$ cat config.mk
export PLATFORM = sky130hd
export DESIGN_NAME = operand_stage
export DESIGN_NICKNAME = d
export VERILOG_FILES = /design/src/rtl/operand_stage_pkg.sv /design/src/rtl/operand_fwd_mux.sv /design/src/rtl/operand_stage.sv
export SDC_FILE = /design/constraint.sdc
export NUM_CORES = 1
export LEC_CHECK = 0
export ABC_CLOCK_PERIOD_IN_PS = 3300
export BUFFER_PORTS_ARGS = -buffer_cell sky130_fd_sc_hd__buf_4
export CAP_MARGIN = 25
export CELL_PAD_IN_SITES_DETAIL_PLACEMENT = 2
export CELL_PAD_IN_SITES_GLOBAL_PLACEMENT = 2
export CORE_ASPECT_RATIO = 2
export CORE_MARGIN = 2
export CORE_UTILIZATION = 27
export CTS_BUF_LIST = sky130_fd_sc_hd__clkbuf_8
export CTS_CLUSTER_DIAMETER = 100
export DETAILED_ROUTE_END_ITERATION = 10
export PLACE_DENSITY_LB_ADDON = 0.1
export SLEW_MARGIN = 40
export SYNTH_ARGS = -nofsm -noshare
export SYNTH_HDL_FRONTEND = slang
export SYNTH_HIERARCHICAL = 1
export SYNTH_SLANG_ARGS = --single-unit
$ cat constraint.sdc
create_clock -name clk -period 3.3 [get_ports clk]
set_clock_uncertainty 0.15 [all_clocks]
set_input_delay 0.165 -clock clk [delete_from_list [all_inputs] [get_ports clk]]
set_output_delay 0.165 -clock clk [all_outputs]
set_load 0.02 [all_outputs]
$ cat src/rtl/operand_stage_pkg.sv
// operand_stage_pkg: shared widths, FSM states and forwarding selects for the operand stage
package operand_stage_pkg;
    localparam int XLEN = 32;
    localparam int REG_W = 5;
    typedef enum logic {RUN, HAZ} state_e;
    typedef enum logic [1:0] {FWD_ZERO, FWD_EXM, FWD_MWB, FWD_RF} fwd_sel_e;
    function automatic logic reg_hit(input logic [REG_W-1:0] rs, input logic [REG_W-1:0] rd, input logic we);
        return we && rs != '0 && rs == rd;
    endfunction
endpackage

$ cat src/rtl/operand_fwd_mux.sv
// operand_fwd_mux: priority select of one source operand (x0, EX/MEM, MEM/WB, register file)
module operand_fwd_mux #(
    parameter int XLEN = operand_stage_pkg::XLEN
) (
    input  logic [operand_stage_pkg::REG_W-1:0] rs,
    input  logic [operand_stage_pkg::REG_W-1:0] exm_rd,
    input  logic                                exm_we,
    input  logic [XLEN-1:0]                     exm_result,
    input  logic [operand_stage_pkg::REG_W-1:0] mwb_rd,
    input  logic                                mwb_we,
    input  logic [XLEN-1:0]                     mwb_result,
    input  logic [XLEN-1:0]                     rf_rd,
    output logic [XLEN-1:0]                     op
);
    import operand_stage_pkg::*;
    fwd_sel_e sel;
    // Youngest producer of rs wins; x0 is hard-wired to zero
    always_comb begin
        sel = rs == '0 ? FWD_ZERO : (exm_we && exm_rd == rs) ? FWD_EXM : (mwb_we && mwb_rd == rs) ? FWD_MWB : FWD_RF;
        op = sel == FWD_ZERO ? '0 : sel == FWD_EXM ? exm_result : sel == FWD_MWB ? mwb_result : rf_rd;
    end
endmodule

$ cat src/rtl/operand_stage.sv
// operand_stage: operand fetch/forward and hazard stall between decode and EX; OPERAND_STAGE_FORWARD_EN enables forwarding
module operand_stage #(
    parameter int XLEN = operand_stage_pkg::XLEN,
    parameter int CTL_W = 8
) (
    input  logic             clk,
    input  logic             rst,
    input  logic             in_valid,
    output logic             in_ready,
    input  logic [4:0]       in_rs1,
    input  logic [4:0]       in_rs2,
    input  logic [4:0]       in_rd,
    input  logic             in_reg_write,
    input  logic             in_mem_read,
    input  logic [XLEN-1:0]  in_imm,
    input  logic [XLEN-1:0]  in_pc,
    input  logic [CTL_W-1:0] in_ctl,
    output logic [4:0]       rf_a1,
    output logic [4:0]       rf_a2,
    input  logic [XLEN-1:0]  rf_rd1,
    input  logic [XLEN-1:0]  rf_rd2,
    input  logic [4:0]       exm_rd,
    input  logic             exm_reg_write,
    input  logic [XLEN-1:0]  exm_result,
    input  logic [4:0]       mwb_rd,
    input  logic             mwb_reg_write,
    input  logic [XLEN-1:0]  mwb_result,
    input  logic             flush,
    output logic             out_valid,
    input  logic             out_ready,
    output logic [XLEN-1:0]  out_op1,
    output logic [XLEN-1:0]  out_op2,
    output logic [XLEN-1:0]  out_imm,
    output logic [XLEN-1:0]  out_pc,
    output logic [4:0]       out_rd,
    output logic             out_reg_write,
    output logic             out_mem_read,
    output logic [CTL_W-1:0] out_ctl,
    output logic [15:0]      stall_cnt
);
    import operand_stage_pkg::*;
`ifdef OPERAND_STAGE_FORWARD_EN
    localparam bit FWD = 1'b1;
`else
    localparam bit FWD = 1'b0;
`endif
    state_e state_q, state_d;
    logic out_valid_q, out_valid_d, out_reg_write_q, out_reg_write_d, out_mem_read_q, out_mem_read_d;
    logic [XLEN-1:0] out_op1_q, out_op1_d, out_op2_q, out_op2_d, out_imm_q, out_imm_d, out_pc_q, out_pc_d;
    logic [4:0] out_rd_q, out_rd_d;
    logic [CTL_W-1:0] out_ctl_q, out_ctl_d;
    logic [15:0] stall_cnt_q, stall_cnt_d;
    logic [XLEN-1:0] op1, op2;
    logic hazard, adv, xfer;

    assign rf_a1 = in_rs1;
    assign rf_a2 = in_rs2;

    operand_fwd_mux #(.XLEN(XLEN)) u_fwd1 (
        .rs(in_rs1), .exm_rd(exm_rd), .exm_we(FWD && exm_reg_write), .exm_result(exm_result),
        .mwb_rd(mwb_rd), .mwb_we(FWD && mwb_reg_write), .mwb_result(mwb_result), .rf_rd(rf_rd1), .op(op1)
    );
    operand_fwd_mux #(.XLEN(XLEN)) u_fwd2 (
        .rs(in_rs2), .exm_rd(exm_rd), .exm_we(FWD && exm_reg_write), .exm_result(exm_result),
        .mwb_rd(mwb_rd), .mwb_we(FWD && mwb_reg_write), .mwb_result(mwb_result), .rf_rd(rf_rd2), .op(op2)
    );

    // Stall detection: load-use only when forwarding, otherwise any in-flight writer of a source
    always_comb begin
`ifdef OPERAND_STAGE_FORWARD_EN
        hazard = reg_hit(in_rs1, out_rd_q, out_valid_q && out_mem_read_q)
              || reg_hit(in_rs2, out_rd_q, out_valid_q && out_mem_read_q);
`else
        hazard = reg_hit(in_rs1, out_rd_q, out_valid_q && out_reg_write_q) || reg_hit(in_rs1, exm_rd, exm_reg_write)
              || reg_hit(in_rs1, mwb_rd, mwb_reg_write) || reg_hit(in_rs2, out_rd_q, out_valid_q && out_reg_write_q)
              || reg_hit(in_rs2, exm_rd, exm_reg_write) || reg_hit(in_rs2, mwb_rd, mwb_reg_write);
`endif
        adv = !out_valid_q || out_ready;
        in_ready = !hazard && adv && !flush;
        xfer = in_valid && in_ready;
    end

    // Next state: a stalled load-use drains into a one-cycle bubble (HAZ); flush kills everything
    always_comb begin
        state_d = (FWD && !flush && state_q == RUN && in_valid && hazard && adv) ? HAZ : RUN;
        out_valid_d = flush ? 1'b0 : xfer ? 1'b1 : adv ? 1'b0 : out_valid_q;
        out_op1_d = xfer ? op1 : out_op1_q;
        out_op2_d = xfer ? op2 : out_op2_q;
        out_imm_d = xfer ? in_imm : out_imm_q;
        out_pc_d = xfer ? in_pc : out_pc_q;
        out_rd_d = xfer ? in_rd : out_rd_q;
        out_reg_write_d = xfer ? in_reg_write : out_reg_write_q;
        out_mem_read_d = xfer ? in_mem_read : out_mem_read_q;
        out_ctl_d = xfer ? in_ctl : out_ctl_q;
        stall_cnt_d = (in_valid && hazard && !flush && stall_cnt_q != 16'hFFFF) ? stall_cnt_q + 16'd1 : stall_cnt_q;
    end

    // Output register, FSM state and stall counter
    always_ff @(posedge clk) begin
        if (!rst) begin
            state_q <= RUN;
            out_valid_q <= 1'b0;
            out_op1_q <= '0;
            out_op2_q <= '0;
            out_imm_q <= '0;
            out_pc_q <= '0;
            out_rd_q <= '0;
            out_reg_write_q <= 1'b0;
            out_mem_read_q <= 1'b0;
            out_ctl_q <= '0;
            stall_cnt_q <= '0;
        end else begin
            state_q <= state_d;
            out_valid_q <= out_valid_d;
            out_op1_q <= out_op1_d;
            out_op2_q <= out_op2_d;
            out_imm_q <= out_imm_d;
            out_pc_q <= out_pc_d;
            out_rd_q <= out_rd_d;
            out_reg_write_q <= out_reg_write_d;
            out_mem_read_q <= out_mem_read_d;
            out_ctl_q <= out_ctl_d;
            stall_cnt_q <= stall_cnt_d;
        end
    end

    assign out_valid = out_valid_q;
    assign out_op1 = out_op1_q;
    assign out_op2 = out_op2_q;
    assign out_imm = out_imm_q;
    assign out_pc = out_pc_q;
    assign out_rd = out_rd_q;
    assign out_reg_write = out_reg_write_q;
    assign out_mem_read = out_mem_read_q;
    assign out_ctl = out_ctl_q;
    assign stall_cnt = stall_cnt_q;
endmodule
======== Yosys cells after proc, flatten, opt, wreduce, memory -nomap -nowiden ========
Index checks and enable logic that the tools add are counted.
cells by class
  $add $sub $neg .......................... 1
  equality and inequality tests ........... 11
  multiplexer cells ....................... 10
  bitwise operators ....................... 1
  reduce and logical (&&, ||, !) cells .... 36
operators with widths
  operator                                             count
  two-way mux 32 bit                                   6
  equality test 5 bit                                  6
  logical AND 1 bit                                    19
  adder 16 x 1 -> 16 bit, second input constant        1
  != test 16 bit, second input constant                1
  zero test 5 bit                                      2
  nonzero test 5 bit                                   2
  logical OR 1 bit                                     6
  equality test 2 x 1 -> 1 bit, second input constant  2
  equality test 2 bit, second input constant           2
  zero test 2 bit                                      2
  two-way mux 2 bit                                    2
  zero test 1 bit                                      3
  two-way mux 1 bit                                    2
  nonzero test 2 bit                                   1
  OR reduction 2 bit                                   1
  NOT 1 bit                                            1
storage, ports and cells
  flip-flop bits (word level) ............. 160
  input port bits ......................... 234
  output and inout bits ................... 171
  logic and storage cells ................. 69

======== Longest topological paths before layout ========
  depth in word-level cells ............... 13
  depth in mapped cells ................... 10
  depth with buffers taken out ............ 8

======== Cells and area by module ========
The synthesis kept the hierarchy.
by module, submodules not included
  module           times used  cells an instance  area an instance (sq um)
  operand_stage    1           806                6582.6
  operand_fwd_mux  2           125                869.6

======== Worst setup path before layout ========
Ideal clock, no wire load.
  kind .................................... in2out
  from .................................... input in_rs2[1]
  to ...................................... output in_ready
  arrival time ............................ 1957 ps
  required time ........................... 2985 ps
  setup slack ............................. 1028 ps
  cell stages on the path ................. 9
  path buffers ............................ 2
  cells stage by stage .................... or4_1 nor2_2 nor3_1 nor3_4 and2_1 clkbuf_2 buf_4 nand2_1 nor2_1
between the ends
  cells in the longest elaborated chain, start to end .. 9
ends and longest elaborated chain
  what                                RTL line                source
  start: declaration                  operand_stage.sv:11     input logic [4:0] in_rs2,
  nonzero test 5 bit                  operand_stage_pkg.sv:8  return we && rs != '0 && rs == rd;
  logical AND 1 bit (2 in a row)      operand_stage_pkg.sv:8
  logical OR 1 bit                    operand_stage.sv:75     || reg_hit(in_rs1, mwb_rd, mwb_reg_write) || reg_hit(in_rs2, out_rd_q, out_valid_q && out_reg_write_q)
  logical OR 1 bit                    operand_stage.sv:76     || reg_hit(in_rs2, exm_rd, exm_reg_write) || reg_hit(in_rs2, mwb_rd, mwb_reg_write);
  logical OR 1 bit (*)                operand_stage.sv:76
  zero test 1 bit (*)                 operand_stage.sv:79     in_ready = !hazard && adv && !flush;
  logical AND 1 bit (*) (2 in a row)  operand_stage.sv:79
  end: declaration                    operand_stage.sv:9      output logic in_ready,
Mark *: on every way between the ends. The rest lies on a longest branch, timed or not.

======== Final worst setup path ========
  from .................................... register out_rd_q[4], in the netlist out_rd[4]
  to ...................................... register out_valid_q, in the netlist out_valid
between the ends
  cells in the longest elaborated chain, start to end .. 12
ends and longest elaborated chain
  what                                                            RTL line                source
  start: declaration                                              operand_stage.sv:50     logic [4:0] out_rd_q, out_rd_d;
  start signal: assignment                                        operand_stage.sv:119    out_rd_q <= out_rd_d;
  equality test 5 bit                                             operand_stage_pkg.sv:8
  logical AND 1 bit                                               operand_stage_pkg.sv:8
  logical OR 1 bit                                                operand_stage.sv:74     hazard = reg_hit(in_rs1, out_rd_q, out_valid_q && out_reg_write_q) || reg_hit(in_rs1, exm_rd, exm_reg_write)
  logical OR 1 bit                                                operand_stage.sv:75
  logical OR 1 bit (*)                                            operand_stage.sv:75
  logical OR 1 bit (*) (2 in a row)                               operand_stage.sv:76
  zero test 1 bit (*)                                             operand_stage.sv:79
  logical AND 1 bit (*) (2 in a row)                              operand_stage.sv:79
  logical AND 1 bit (*)                                           operand_stage.sv:80     xfer = in_valid && in_ready;
  two-way mux 1 bit / nonzero test 2 bit (equally long branches)  --
  end signal: assignment                                          operand_stage.sv:114    out_valid_q <= out_valid_d;
  end: declaration                                                operand_stage.sv:48     logic out_valid_q, out_valid_d, out_reg_write_q, out_reg_write_d, out_mem_read_q, out_mem_read_d;
Marks and branches as above.
A chain may end at the register's enable or synchronous reset.

==> key figures <==
Status
  • Status: finished, violations left
  • Violated checks: slew limit

Detailed routing
  • First DRT Iteration DRCs: between 400 and 500
  • Met3 wire len: 2670 µm
  • Mean routed wirelength per cell: between 20 and 25 µm
  • Vias/cell: roughly 5
  • Total Wirelength: ~38000 µm
  • # DRC: 0
  • Detailed route wirelength on metal2: slightly below 20000 µm
  • DRT Pass-1 Iters: 4
  • WL met1: 14900 µm
  • Highest metal used: met4
  • Via count: 9560
  • Final ANT Viol Nets: 0

CTS
  • Clock Latency Late Sink: just under 0.5 ns
  • H-Tree Depth: 4
  • Setup bufs post-CTS: 0
  • Clk Tree Root Cell: clkbuf_8
  • CTS tree: yes
  • Clk buf depth: 2
  • Post-CTS sizing: 0
  • CTS clk-pin slew, worst paths: around 0.09 ns
  • Clock sinks: between 150 and 200
  • Total CTS buffers: 17

Hold path
  • Hold Path Class: in -> reg

Synthesis
  • Number of synthesized flops with an enable pin: 0
  • Gate Count Post-Synth: between 1000 and 1500
  • Mapped Area: between 8000 and 9000 µm²
  • Ys async rst share: 0%
  • Dominant synthesized flop cell: dfxtp_1
  • #FFs+latches synth: 160
  • Cell variety after synth: 46
  • Sequential share of the synthesized area: ~38%
  • Post-synthesis average cell area: a little under 8 µm²
  • Yosys warnings: 6

Floorplan
  • Die height: 252 µm
  • Die width: between 100 and 150 µm
  • Ports: around 410
  • Starting density of the core: 27.2%
  • Core area: slightly above 30000 µm²
  • Die area: around 32000 µm²
  • Placement Rows: between 90 and 100

Setup path
  • Setup CP Type: reg -> reg
  • Worst path buffer plus inverter count: 2
  • CP Data Arrival Time: 3.17 ns
  • CP Cell Sequence: xnor2_1 > nand4_1 > o22ai_1 > o22ai_2 > nand4_4 > buf_4 > a211oi_2 > dlygate4sd3_1
  • Crit path launch type: flip-flop
  • Crit path capture type: flip-flop
  • CP max-delay cell: dlygate4sd3_1
  • Crit-path max FO: 13
  • Max incr delay on CP: ~0.57 ns
  • Required @ worst endpoint: 3.58 ns
  • Delay-heaviest family, CP: buffers and inverters

Pwr
  • Worst IR Drop VDD: about 0.26 mV
  • Sw Pwr: ~1.5 mW
  • Combinational fraction of design power: roughly 25%
  • Switching share of power: 32.9%
  • P_int: about 3.2 mW
  • Share of power burned in registers: between 40% and 50%
  • Clock power frac: a little under a third
  • Leak: 5.92 nW
  • Power per cell area: ~360 nW/µm²

Timing
  • Tmin final: roughly 2.9 ns
  • F_max: about 350 MHz
  • Final Slew Violations: between 100 and 150
  • Final setup viols: 0
  • Final period util: 87.4%
  • Relative slew slack: -69.1%
  • Setup TNS: 0 ns
  • Final Hold Viols: 0
  • RSZ-0062 raised after global routing: no
  • PnR worst setup slack: slightly above 0.4 ns
  • Worst-margin pin slew: around 2.5 ns

Placement
  • Hpwl dp: about 26000 µm
  • DP Area: 11400 µm²
  • Routability congestion estimate: 0.802
  • Port-buffer cells: 404
  • Pre-CTS WS: roughly 0.47 ns

Final layout
  • Synth-to-layout area growth: 56.5%
  • Layout Nets: 1752
  • Final core occ: a little over two fifths
  • Fin area: roughly 13000 µm²
  • Share of layout cells above drive strength 1: roughly 30%

Global route
  • Global-route wire length before repair: 59300 µm
  • Initial antenna violation count: 2
  • Vias in the first global route: about 11000
  • Total congestion overflow: 0
  • Largest net degree at the start of global routing: 116
  • Total GRT Usage: between 20% and 30%

Flow run
  • Max-cap viol count: 0
[kinds of logic after synthesis]
logic type | Yosys count | share of synthesized area [%]
AO/OA/AOI/OAI | 299 | 18.7
AND/OR/NAND/NOR | 372 | 21.9
other | 1 | 0.0451
multiplexers | 67 | 8.06
adder cells (fa/ha/maj) | 1 | 0.150
XOR/XNOR | 52 | 5.47
flip-flops | 160 | 38.5
buffers and inverters | 104 | 7.19
[worst min-delay path, cell delays in order]
cell	delay, ns
buf_4	0.08
mux2i_1	0.07
a21oi_1	0.14
nand2_1	0.08
o21ai_1	0.11
[through the flow]
stage / cells / hold WS (ns) / total power [mW]
after global routing: 1904 / 0.0445 / 4.96
final: 1904 / 0.0486 / 4.71
after CTS: 1902 / 0.00274 / 4.76
after global placement: 1743 / 0.213 / 3.15
after detailed placement: 1743 / 0.212 / 3.19
after floorplan: 1059 / 0.0880 / 2.66
[flip-flops by register name, summed over array words and instances (netlist names)]
| name | cells |
|---|---|
| out_imm | 32 |
| out_op1 | 32 |
| out_op2 | 32 |
| out_pc | 32 |
| stall_cnt | 16 |
| out_ctl | 8 |
| out_rd | 5 |
| out_mem_read | 1 |
| out_reg_write | 1 |
| out_valid | 1 |
[final timing paths]
check | start | endpoint | slack [ns] | cells after the start
hold reg to reg | out_imm[19]$_SDFFE_PN0P_ | out_imm[19]$_SDFFE_PN0P_ | 0.31 | 2
setup reg to reg | out_rd[4]$_SDFFE_PN0P_ | out_valid$_SDFFE_PP0P_ | 0.41 | 8
setup / recovery | out_rd[4]$_SDFFE_PN0P_ | out_valid$_SDFFE_PP0P_ | 0.41 | 8
hold / removal | rf_rd2[13] | out_op2[13]$_SDFFE_PN0P_ | 0.05 | 5
[placed cells by master (no fill, tap or decap), drive strengths merged, types with 3 or more instances in the layout]
| cell | count |
|---|---|
| or4 | 5 |
| or3 | 4 |
| a21oi | 70 |
| nor3 | 9 |
| and4 | 3 |
| nor4 | 7 |
| nand4 | 12 |
| o31ai | 3 |
| buf | 411 |
| xor2 | 20 |
| mux2i | 67 |
| clkinvlp | 3 |
| nand2 | 159 |
| inv | 10 |
| clkbuf | 19 |
| dlygate4sd3 | 127 |
| clkinv | 5 |
| nand2b | 4 |
| nor2 | 7 |
| dfxtp | 160 |
| nand3 | 152 |
| xnor2 | 32 |
| o21ai | 208 |
| and3 | 4 |
| a31oi | 3 |
| conb | 4 |
| o21a | 6 |
[timing repair]
item | in CTS | in global routing
setup endpoints to repair | 0 | 0
endpoints found under the hold margin | 126 | 0
hold buffers | 127 | 0
[power by group through the flow]
stage	Combinational [mW]	Sequential, mW	Clock (mW)
finish	1.19	2.09	1.43
CTS	1.18	2.09	1.49
detailed placement	1.05	2.14	0
global route	1.29	2.11	1.57
floorplan	0.417	2.24	0
global placement	1.02	2.13	0
[cell usage after synthesis, types with 2 or more instances]
cell,count,area [µm²]
or4_1,5,37.5
nand2b_1,4,25.0
xor2_1,20,175
buf_6,22,248
buf_1,13,48.8
and3_1,4,25.0
and2_1,2,12.5
nand2_1,157,589
or3_1,4,25.0
nor3_1,8,40.0
nor2_1,6,22.5
o21ai_0,78,390
mux2i_1,67,671
a21oi_1,70,350
nand3b_1,2,15.0
o31ai_1,3,22.5
o21ai_1,130,651
nor4_1,5,31.3
o21a_1,6,45.0
clkbuf_1,53,199
a21boi_1,2,15.0
nand3_1,152,761
inv_1,3,11.3
a31oi_1,3,18.8
nand2_2,2,12.5
nand4_1,9,56.3
nor4_4,2,42.5
buf_4,11,82.6
nor2b_1,2,12.5
and4_1,3,26.3
nand4_4,3,63.8
xnor2_1,32,280
dfxtp_1,160,3200
[area by class of cell]
type                    instances  area, µm²
clock inverters                14        121
multi-input cells             795       4530
well taps                     372        465
inverters                       4       15.0
flip-flops and latches        160       3200
diodes                          2       5.00
repair buffers                539       4430
clock buffers                  18        248
fillers                      3471      17600
[per-layer routing]
layer,track usage [%],up-vias
met5,0,-
met4,8.45,0
met3,7.30,47
met2,42.6,305
met1,25.2,4580
li1,-,4628
Note: power is estimated with default switching activity, not from simulation.
